`config.mk`:
```
export PLATFORM = sky130hd
export DESIGN_NAME = uart_mmio_flat
export DESIGN_NICKNAME = d
export VERILOG_FILES = /design/src/rtl/uart_mmio_if.sv /design/src/rtl/uart_mmio.sv /design/src/flat_wrapper.sv
export SDC_FILE = /design/constraint.sdc
export NUM_CORES = 1
export LEC_CHECK = 0
export ABC_AREA = 1
export CAP_MARGIN = 20
export CORE_MARGIN = 2
export CORE_UTILIZATION = 55
export DETAILED_ROUTE_END_ITERATION = 12
export GPL_ROUTABILITY_DRIVEN = 0
export PLACE_DENSITY = 0.76
export SLEW_MARGIN = 20
export SYNTH_ARGS = -nofsm -noshare
export SYNTH_HDL_FRONTEND = slang
export SYNTH_SLANG_ARGS = --single-unit
```
`constraint.sdc`:
```
create_clock -name CLK -period 4.2 [get_ports CLK]
set_input_delay 0.42 -clock CLK [delete_from_list [all_inputs] [get_ports CLK]]
set_output_delay 0.42 -clock CLK [all_outputs]
set_load 0.1 [all_outputs]
```
`src/rtl/uart_mmio_if.sv`:
```
// Register-bus side of the UART: TX byte push, RX pop and the packed status/data word.
interface uart_mmio_if;
  logic [7:0]  dataIn;
  logic        write;
  logic        read;
  logic [15:0] dataOut;

  modport master (output dataIn, output write, output read, input dataOut);
  modport slave  (input dataIn, input write, input read, output dataOut);
endinterface

```
`src/rtl/uart_mmio.sv`:
```
// 8N1 UART with TX/RX byte FIFOs behind a strobe-style register bus.
module uart_mmio #(
  parameter int CLKS_PER_BIT = 104,
  parameter int FIFO_DEPTH   = 16
) (
  input  logic       CLK,
  input  logic       RESET_N,
  uart_mmio_if.slave bus,
  input  logic       RX,
  output logic       TX
);
  localparam int AW = $clog2(FIFO_DEPTH);
  localparam int CW = $clog2(CLKS_PER_BIT);
  localparam logic [CW-1:0] BIT_LAST = CW'(CLKS_PER_BIT - 1);
  localparam logic [CW-1:0] BIT_HALF = CW'(CLKS_PER_BIT / 2);
  localparam logic [AW:0]   FULL_CNT = (AW+1)'(FIFO_DEPTH);

  typedef enum logic [1:0] {S_IDLE, S_START, S_DATA, S_STOP} state_t;

  logic [7:0]    tx_mem [FIFO_DEPTH];
  logic [AW-1:0] tx_wr, tx_rd;
  logic [AW:0]   tx_count;
  logic          tx_full, tx_empty, tx_push, tx_pop;

  state_t        tx_state;
  logic [CW-1:0] tx_cnt;
  logic [2:0]    tx_bit;
  logic [7:0]    tx_shift;
  logic          tx_line, tx_bit_end;

  logic [7:0]    rx_mem [FIFO_DEPTH];
  logic [AW-1:0] rx_wr, rx_rd;
  logic [AW:0]   rx_count;
  logic          rx_full, rx_empty, rx_push, rx_pop;

  logic          rx_p0, rx_p1, rx_p2;
  state_t        rx_state;
  logic [CW-1:0] rx_cnt;
  logic [2:0]    rx_bit;
  logic [7:0]    rx_shift;
  logic          rx_bit_end, rx_stop_smp, rx_overrun, rx_frame_err;

  assign tx_full    = (tx_count == FULL_CNT);
  assign tx_empty   = (tx_count == '0);
  assign tx_push    = bus.write && !tx_full;
  assign tx_bit_end = (tx_cnt == BIT_LAST);
  // Popping at the end of STOP is what makes consecutive frames gap-free.
  assign tx_pop     = !tx_empty && ((tx_state == S_IDLE) || (tx_state == S_STOP && tx_bit_end));

  always_ff @(posedge CLK) begin
    if (tx_push) tx_mem[tx_wr] <= bus.dataIn;
  end

  always_ff @(posedge CLK or negedge RESET_N) begin
    if (!RESET_N) begin
      tx_wr    <= '0;
      tx_rd    <= '0;
      tx_count <= '0;
    end else begin
      if (tx_push) tx_wr <= tx_wr + AW'(1);
      if (tx_pop)  tx_rd <= tx_rd + AW'(1);
      tx_count <= tx_count + (AW+1)'(tx_push) - (AW+1)'(tx_pop);
    end
  end

  always_ff @(posedge CLK or negedge RESET_N) begin
    if (!RESET_N) begin
      tx_state <= S_IDLE;
      tx_cnt   <= '0;
      tx_bit   <= '0;
      tx_shift <= '0;
      tx_line  <= 1'b1;
    end else begin
      case (tx_state)
        S_IDLE: if (tx_pop) begin
          tx_shift <= tx_mem[tx_rd];
          tx_line  <= 1'b0;
          tx_cnt   <= '0;
          tx_state <= S_START;
        end
        S_START: if (tx_bit_end) begin
          tx_cnt   <= '0;
          tx_bit   <= '0;
          tx_line  <= tx_shift[0];
          tx_state <= S_DATA;
        end else tx_cnt <= tx_cnt + CW'(1);
        S_DATA: if (tx_bit_end) begin
          tx_cnt <= '0;
          if (tx_bit == 3'd7) begin
            tx_line  <= 1'b1;
            tx_state <= S_STOP;
          end else begin
            tx_bit   <= tx_bit + 3'd1;
            tx_shift <= {1'b0, tx_shift[7:1]};
            tx_line  <= tx_shift[1];
          end
        end else tx_cnt <= tx_cnt + CW'(1);
        S_STOP: if (tx_bit_end) begin
          tx_cnt <= '0;
          if (tx_pop) begin
            tx_shift <= tx_mem[tx_rd];
            tx_line  <= 1'b0;
            tx_state <= S_START;
          end else tx_state <= S_IDLE;
        end else tx_cnt <= tx_cnt + CW'(1);
        default: tx_state <= S_IDLE;
      endcase
    end
  end

  assign TX = tx_line;

  // Synchronizer stages p0/p1; p2 only feeds falling-edge detection.
  always_ff @(posedge CLK or negedge RESET_N) begin
    if (!RESET_N) begin
      rx_p0 <= 1'b1;
      rx_p1 <= 1'b1;
      rx_p2 <= 1'b1;
    end else begin
      rx_p0 <= RX;
      rx_p1 <= rx_p0;
      rx_p2 <= rx_p1;
    end
  end

  assign rx_full     = (rx_count == FULL_CNT);
  assign rx_empty    = (rx_count == '0);
  assign rx_bit_end  = (rx_cnt == BIT_LAST);
  assign rx_stop_smp = (rx_state == S_STOP) && rx_bit_end;
  assign rx_push     = rx_stop_smp && rx_p1 && !rx_full;
  assign rx_pop      = bus.read && !rx_empty;

  always_ff @(posedge CLK) begin
    if (rx_push) rx_mem[rx_wr] <= rx_shift;
  end

  always_ff @(posedge CLK or negedge RESET_N) begin
    if (!RESET_N) begin
      rx_wr        <= '0;
      rx_rd        <= '0;
      rx_count     <= '0;
      rx_overrun   <= 1'b0;
      rx_frame_err <= 1'b0;
    end else begin
      if (rx_push) rx_wr <= rx_wr + AW'(1);
      if (rx_pop)  rx_rd <= rx_rd + AW'(1);
      rx_count     <= rx_count + (AW+1)'(rx_push) - (AW+1)'(rx_pop);
      rx_overrun   <= (rx_stop_smp && rx_p1 && rx_full) || (rx_overrun && !bus.read);
      rx_frame_err <= (rx_stop_smp && !rx_p1) || (rx_frame_err && !bus.read);
    end
  end

  always_ff @(posedge CLK or negedge RESET_N) begin
    if (!RESET_N) begin
      rx_state <= S_IDLE;
      rx_cnt   <= '0;
      rx_bit   <= '0;
      rx_shift <= '0;
    end else begin
      case (rx_state)
        S_IDLE: if (rx_p2 && !rx_p1) begin
          rx_cnt   <= '0;
          rx_state <= S_START;
        end
        S_START: if (rx_cnt == BIT_HALF) begin
          rx_cnt   <= '0;
          rx_bit   <= '0;
          rx_state <= rx_p1 ? S_IDLE : S_DATA;
        end else rx_cnt <= rx_cnt + CW'(1);
        S_DATA: if (rx_bit_end) begin
          rx_cnt   <= '0;
          rx_shift <= {rx_p1, rx_shift[7:1]};
          if (rx_bit == 3'd7) rx_state <= S_STOP;
          else rx_bit <= rx_bit + 3'd1;
        end else rx_cnt <= rx_cnt + CW'(1);
        S_STOP: if (rx_bit_end) begin
          rx_cnt   <= '0;
          rx_state <= S_IDLE;
        end else rx_cnt <= rx_cnt + CW'(1);
        default: rx_state <= S_IDLE;
      endcase
    end
  end

  assign bus.dataOut = {!rx_empty, tx_full, tx_empty, rx_overrun, rx_frame_err, 3'b000,
                        rx_empty ? 8'h00 : rx_mem[rx_rd]};
endmodule
```
`src/flat_wrapper.sv`:
```
// flat-port wrapper written by rule: the top's interface ports become plain ports
module uart_mmio_flat 
#(
  parameter int CLKS_PER_BIT = 104,
  parameter int FIFO_DEPTH   = 16
)
  (CLK, RESET_N, RX, TX, bus_dataIn, bus_write, bus_read, bus_dataOut);
  uart_mmio_if bus_i ();
  input  logic CLK;
  input  logic RESET_N;
  input  logic RX;
  output logic TX;
  input wire logic [$bits(bus_i.dataIn)-1:0] bus_dataIn;
  input wire logic [$bits(bus_i.write)-1:0] bus_write;
  input wire logic [$bits(bus_i.read)-1:0] bus_read;
  output wire logic [$bits(bus_i.dataOut)-1:0] bus_dataOut;
  assign bus_i.dataIn = bus_dataIn;
  assign bus_i.write = bus_write;
  assign bus_i.read = bus_read;
  assign bus_dataOut = bus_i.dataOut;
  uart_mmio #(.CLKS_PER_BIT(CLKS_PER_BIT), .FIFO_DEPTH(FIFO_DEPTH)) u_core (.CLK(CLK), .RESET_N(RESET_N), .bus(bus_i), .RX(RX), .TX(TX));
endmodule
```
==> reports/metrics.yaml, run 1 <==
synth-async-reset-ratio_pct: 22.0
grt_first_pass_wirelength_um: 47000
vias: 9339
netlist.area_leader.share_pct: 53.5
start_util_pct: 55.6
dpl.cell_count: 1643
crit_chain: "clkinv_1 > nand3_1 > nand2_1 > a21oi_1 > o31ai_1 > a21oi_1 > buf_12"
clock_sinks: 328
final_util_pct: 61.5
routed_wl_um: 29000
seq_area_sq_mm: 0.00950
fp.dieW_um: 166
multi_input_area_sq_mm: 0.00421
worst_path_max_delay_cell: "clkinv_1"
setup_viol: 0
cts-resized-gates: 0
yosys_warnings: 0
drive_above_1_share_pct: 7.52
ys_seq_area_share_pct: 66.1
fin_crit_sh_pct: 76.6
synth.cell_area_sq_mm: 0.0144
drcViolationCount: 0
ios: 30
fin_setup_tns_ps: 0
synth_seq_cells: 328
grt_pass1_vias: 9059
synth_ff_type: "edfxtp_1"
path_class: "reg -> out"
fill_cells: 1981
die_area_sq_mm: 0.0274
grt_usage_pct: 21.3
nets: 1394
tritoncts: "done"
clock_latency_ps: 520
power.density_mw_per_mm2: 606
critPathCaptureType: "output pin"
yosys.area.top_type: "edfxtp_1"
worstMarginPinSlew_ps: 1030
maxCapViolations: 0
cts_hold_buf: 0
pre_cts_ws_ps: 1410
synth.most_common_cell: "nand2_1"
fin_ws_ps: 983
path_clk_slew_ps: 60
dp_hpwl_um: 17500
synth-edff-count: 256
synth_area_leaders: "edfxtp_1 53%, dfrtp_1 12%, nand2_1 9.2%"
fp-row-count: 59
slowest_delay_ps: 630
status: "complete, no violations"
critPathMaxFanout: 25
synth_cell_type_count: 41
final_cells: 1704
synth.cells.most_frequent: "351 x nand2_1, 256 x edfxtp_1, 146 x nand3_1"
total_leakage_power_nw: 6.42
fin_crit_ps: 3220
hold_path.class: "in -> async"
cts_buffers: 34
crit_arrival_ps: 2800
wire_per_inst_um: 17.0
synth_cells: 1334
antenna_left: 0
portBuffers: 26
cpMostUsedCell: "a21oi_1"
h-tree-depth: 2
grt_max_degree: 73
syn_to_final_growth_pct: 10.6
dr.first_iter.drc_count: 1000
grt_setup_unrepaired: "false"
hold_viol: 0
chipHeight_um: 166
ir_worst_vdd_mv: 1.16
slew_violations: 0
worstRegToRegCells: 7
post_cts_buffers: 0
cp.required_ps: 3780
fmax_mhz: 311
antenna_found_initial: 0
diodes: 0
detail_route.vias_per_cell: 5.48
grt_overflow: 0
startpoint_type: "flop"
cts_root_buffer: "clkbuf_16"
relSlewSlack_pct: 31.1
fin_skew_ps: 24.5
cts_buffer_depth: 3
firstDrtPassIters: 5
core_area_sq_mm: 0.0258
avgSynthCellArea_sq_um: 10.8
## path summary, 6_finish.rpt
kind,from,to,slack (ps)
hold reg to reg,u_core.rx_p0$_DFF_PN1_,u_core.rx_p1$_DFF_PN1_,360
min in group CLK,RX,u_core.rx_p0$_DFF_PN1_,310
max in group asynchronous,RESET_N,u_core.tx_rd[0]$_DFFE_PN0P_,3500
setup reg to reg,u_core.rx_cnt[0]$_DFFE_PN0N_,u_core.rx_mem[7][5]$_DFFE_PP_,1420
setup / recovery,u_core.rx_rd[1]$_DFFE_PN0P_,bus_dataOut[3],980
hold / removal,RESET_N,u_core.rx_count[4]$_DFF_PN0_,2
## metrics by stage
| step | power, W | cell area [sq um] | hold WS (ps) |
|---|---|---|---|
| after floorplan | 0.00604 | 14400 | 124 |
| after global placement | 0.00687 | 14900 | 359 |
| after detailed placement | 0.00694 | 14900 | 359 |
| after CTS | 0.00968 | 15900 | 61.7 |
| after global routing | 0.0101 | 15900 | 110 |
| final | 0.00963 | 15900 | 1.55 |
## critical path: cells and delay by family, from the launching register on
family	cells	cell delay, ps
AO/OA/AOI/OAI	3	600
buffers and inverters	2	850
flip-flops	1	340
AND/OR/NAND/NOR	2	470
## cell families (layout without fill, tap and decap cells)
| logic type | count (synthesis) | in the layout | synth area share [%] |
|---|---|---|---|
| xor+xnor | 24 | 24 | 1.46 |
| flops | 328 | 328 | 66.1 |
| other cells | 1 | 3 | 0.0261 |
| simple gates | 666 | 666 | 19.8 |
| compound gates | 122 | 122 | 4.69 |
| buf+inv | 156 | 189 | 4.68 |
| fa+ha+maj | 37 | 37 | 3.33 |
## power breakdown
| group | leakage, nW | total [W] | internal [W] | switching, W |
|---|---|---|---|---|
| clock | 0.496 | 0.00275 | 0.00154 | 0.00121 |
| combinational | 2.79 | 0.00295 | 0.000915 | 0.00204 |
| sequential | 3.14 | 0.00393 | 0.00376 | 0.000168 |
## cell type report
class / instances / share of cell area [%]
inverter: 96 / 2.27
clock buffer: 46 / 5.70
tap: 335 / 2.64
multi-input combinational: 852 / 26.5
timing repair buffer: 32 / 2.41
clock inverter: 15 / 0.724
sequential: 328 / 59.7
## layout by cell type, fill, tap and decap left out, types with 2 or more instances in the layout
cell type          n
dfrtp_2            2
o21ai_0           68
clkinv_2           6
clkdlybuf4s50_1   17
nor2_2             8
nand3_2            2
ha_1              35
conb_1             3
nand4_1            5
edfxtp_1         256
o22ai_1            4
inv_1             85
inv_2              9
buf_4              7
o31ai_1           11
nand2_1          351
nand2_2            3
clkbuf_1          11
xor2_1            21
nand2_4            5
clkbuf_16         34
a21oi_1           30
buf_12             8
fa_1               2
o21ai_1            2
nand4_2            2
nand3_1          146
dfstp_2            4
dfrtp_1           66
nor2_1           136
xnor2_1            3
clkinv_1           7
nor2_4             3
o211ai_1           3
## flip-flops by register name (all words and copies together), names as in the netlist, 4 cells and up, named ones only
signal	cells
u_core.rx_cnt	7
u_core.rx_count	5
u_core.rx_mem	128
u_core.rx_rd	4
u_core.rx_shift	8
u_core.rx_wr	4
u_core.tx_cnt	7
u_core.tx_count	5
u_core.tx_mem	128
u_core.tx_rd	4
u_core.tx_shift	8
u_core.tx_wr	4
## layer usage
layer	share of wire, %	GRT usage, %
met4	3.2	7.79
met1	42	29.3
met2	49	35.2
met3	6.1	2.82
met5	0	0
Note: power is estimated with default switching activity, not from simulation.
==> run 2, diff against run 1 <==
PLACE_DENSITY = 0.79   (was 0.76)
clock period = 2.8 ns   (was 4.2 ns; I/O delays follow)
==> run 2 against run 1 <==
Sequential share of layout area fell by 1.8 points. Sequential power rose by 50%. Critical path type unchanged. Hold slack improved by 190 ps. Critical path depth rose by 2. Register-to-register slack got worse by 1200 ps. Non-clock buffer count rose by 41. Worst setup slack got worse by 840 ps. Flip-flop and latch count did not move. Clock skew rose by 5.5 ps. Largest cell class unchanged. Cell area rose by 3.1%.
==> reports/metrics.yaml, run 2 (synthesis results as in run 1) <==
critPathCaptureType: "output pin"  # unchanged
grt_usage_pct: 22.4  # was 21.3%
crit_chain: "inv_4 > buf_12 > nand2_1 > nand3_1 > nand2_1 > a21oi_1 > o31ai_1 > a21oi_4 > buf_12"  # was clkinv_1 > nand3_1 > nand2_1 > a21oi_1 > o31ai_1 > a21oi_1 > buf_12
drcViolationCount: 0  # unchanged
wire_per_inst_um: 17.4  # was 17.0 um
setup_viol: 0  # unchanged
maxCapViolations: 0  # unchanged
fin_skew_ps: 30.0  # was 24.5 ps
grt_max_degree: 70  # was 73
ff2ff_setup_slack_ps: 210  # was 1420 ps
ios: 30  # unchanged
chipHeight_um: 166  # unchanged
hold_viol: 0  # unchanged
hold_path.class: "in -> reg"  # was in -> async
hold_start: "RX"
path_clk_slew_ps: 60  # about the same
layout_common_cells: "351 x nand2_1, 256 x edfxtp_1, 146 x nand3_1"  # unchanged
fp.dieW_um: 166  # unchanged
h-tree-depth: 2  # unchanged
fin_crit_ps: 2660
core_area_sq_mm: 0.0258  # unchanged
clock_latency_ps: 520  # about the same
power.density_mw_per_mm2: 905  # was 606 mW/mm^2
antenna_found_initial: 0  # unchanged
relSlewSlack_pct: 50.1  # was 31.1%
seq_area_sq_mm: 0.00950  # unchanged
fin_crit_sh_pct: 95.0
syn_to_final_growth_pct: 14.0  # was 10.6%
total_leakage_power_nw: 6.71  # was 6.42 nW
drive_above_1_share_pct: 11.9  # was 7.52%
worstRegToRegCells: 14  # was 7
multi_input_area_sq_mm: 0.00435  # was 0.00421 sq mm
slew_violations: 0  # unchanged
fill_cells: 1889  # was 1981
cp.required_ps: 2520  # was 3780 ps
largestRegisters: "u_core.rx_mem (128), u_core.tx_mem (128)"  # unchanged
crit_arrival_ps: 2380  # was 2800 ps
whs_path_depth: 1
die_area_sq_mm: 0.0274  # unchanged
report.power.total_w: 0.0148  # was 0.00963 W
critPathMaxFanout: 27  # was 25
diodes: 0  # unchanged
grt_overflow: 0  # unchanged
clock_sinks: 328  # unchanged
start_util_pct: 55.6  # unchanged
worstReg2RegEnd: "u_core.tx_count[4]$_DFF_PN0_"  # was u_core.rx_mem[7][5]$_DFFE_PP_
vias: 9636  # was 9339
path_class: "reg -> out"  # unchanged
worst_path_max_delay_cell: "dfrtp_2"  # was clkinv_1
worstMarginPinSlew_ps: 746  # was 1030 ps
tritoncts: "done"  # unchanged
cts_buffers: 34  # unchanged
status: "complete, no violations"  # unchanged
cts_buffer_depth: 3  # unchanged
grt_pass1_vias: 9836  # was 9059
fp-row-count: 59  # unchanged
portBuffers: 26  # unchanged
fmax_mhz: 376
detail_route.vias_per_cell: 5.52  # was 5.48
nets: 1435  # was 1394
cts_root_buffer: "clkbuf_16"  # unchanged
firstDrtPassIters: 5  # unchanged
startpoint_type: "flop"  # unchanged
critical_path.top_delay_family: "buffers and inverters"  # unchanged
layout_commonest_cell: "nand2_1"  # unchanged
path_buf_inv: 3  # was 2
regToRegStartpoint: "u_core.tx_state[0]$_DFFE_PN0P_"  # was u_core.rx_cnt[0]$_DFFE_PN0N_
dr.first_iter.drc_count: 1026  # was 1000
routed_wl_um: 30400  # was 29000 um
grt_setup_unrepaired: "false"  # unchanged
antenna_left: 0  # unchanged
fin_setup_tns_ps: 0  # unchanged
ir_worst_vdd_mv: 1.85  # was 1.16 mV
whs_endpoint: "u_core.rx_p0$_DFF_PN1_"
slowest_delay_ps: 440  # was 630 ps
grt_first_pass_wirelength_um: 49700  # was 47000 um
dp_hpwl_um: 18800  # was 17500 um
-- run 2: cell types whose count changed in the layout (fill, tap and decap cells not counted), sizes merged --
cell           previous run  this run
buf                      15        61
clkbuf                   46        44
clkdlybuf4s50            17        11
clkinv                   14        19
clkinvlp                  1         0
dlygate4sd3               0         1
inv                      96        94
-- run 2: repair_timing --
action                     in CTS  in global routing
resized for setup               1                  6
hold endpoints to repair       53                  0
setup buffers                   0                  0
hold buffers                    1                  0
setup endpoints to repair       8                  9
-- run 2: worst max-delay path by stage --
stage / startpoint / to / cells past startpoint
after detailed placement: u_core.tx_state[1]$_DFFE_PN0P_ / u_core.tx_count[4]$_DFF_PN0_ / 14
final: u_core.rx_rd[0]$_DFFE_PN0P_ / bus_dataOut[1] / 9
after global placement: u_core.tx_state[1]$_DFFE_PN0P_ / u_core.tx_count[4]$_DFF_PN0_ / 14
after CTS: u_core.rx_rd[0]$_DFFE_PN0P_ / bus_dataOut[2] / 9
after global routing: u_core.tx_state[0]$_DFFE_PN0P_ / u_core.tx_count[4]$_DFF_PN0_ / 14
after floorplan: u_core.rx_count[3]$_DFF_PN0_ / u_core.rx_count[4]$_DFF_PN0_ / 13
-- run 2: cell type report --
cell class / count / share of cell area (%)
Multi-Input combinational cell: 852 / 26.5
Inverter: 96 / 2.22
Tap cell: 335 / 2.56
Clock inverter: 17 / 0.581
Sequential cell: 328 / 58.0
Timing Repair Buffer: 73 / 4.45
Clock buffer: 44 / 5.68
-- run 2: through the flow --
step / setup slack [ps] / hold WS (ps) / instances / area [sq um] / util [%]
final: 140 / 192 / 1745 / 16400 / 63.4
after detailed placement: 168 / 349 / 1683 / 15300 / 59.3
after global routing: 8.64 / 167 / 1745 / 16400 / 63.4
after floorplan: -512 / -15.6 / 1336 / 14500 / -
after global placement: 242 / 347 / 1683 / 15300 / 59.3
after CTS: 10.3 / 174 / 1745 / 16400 / 63.3
-- run 2: layer usage --
metal  global-route usage (%)  part of all wire [%]  vias up
li1                         -                     -     4584
met1                     29.4                    42     4614
met2                     37.8                    49      352
met3                     3.23                   5.8       86
met4                     9.11                   3.6        0
met5                        0                     0        -
-- run 2: power breakdown --
part | leakage (nW) | switching [W] | internal [W]
Combinational | 3.00 | 0.00321 | 0.00158
Sequential | 3.21 | 0.000235 | 0.00564
Clock | 0.503 | 0.00180 | 0.00235
Total | 6.71 | 0.00525 | 0.00958
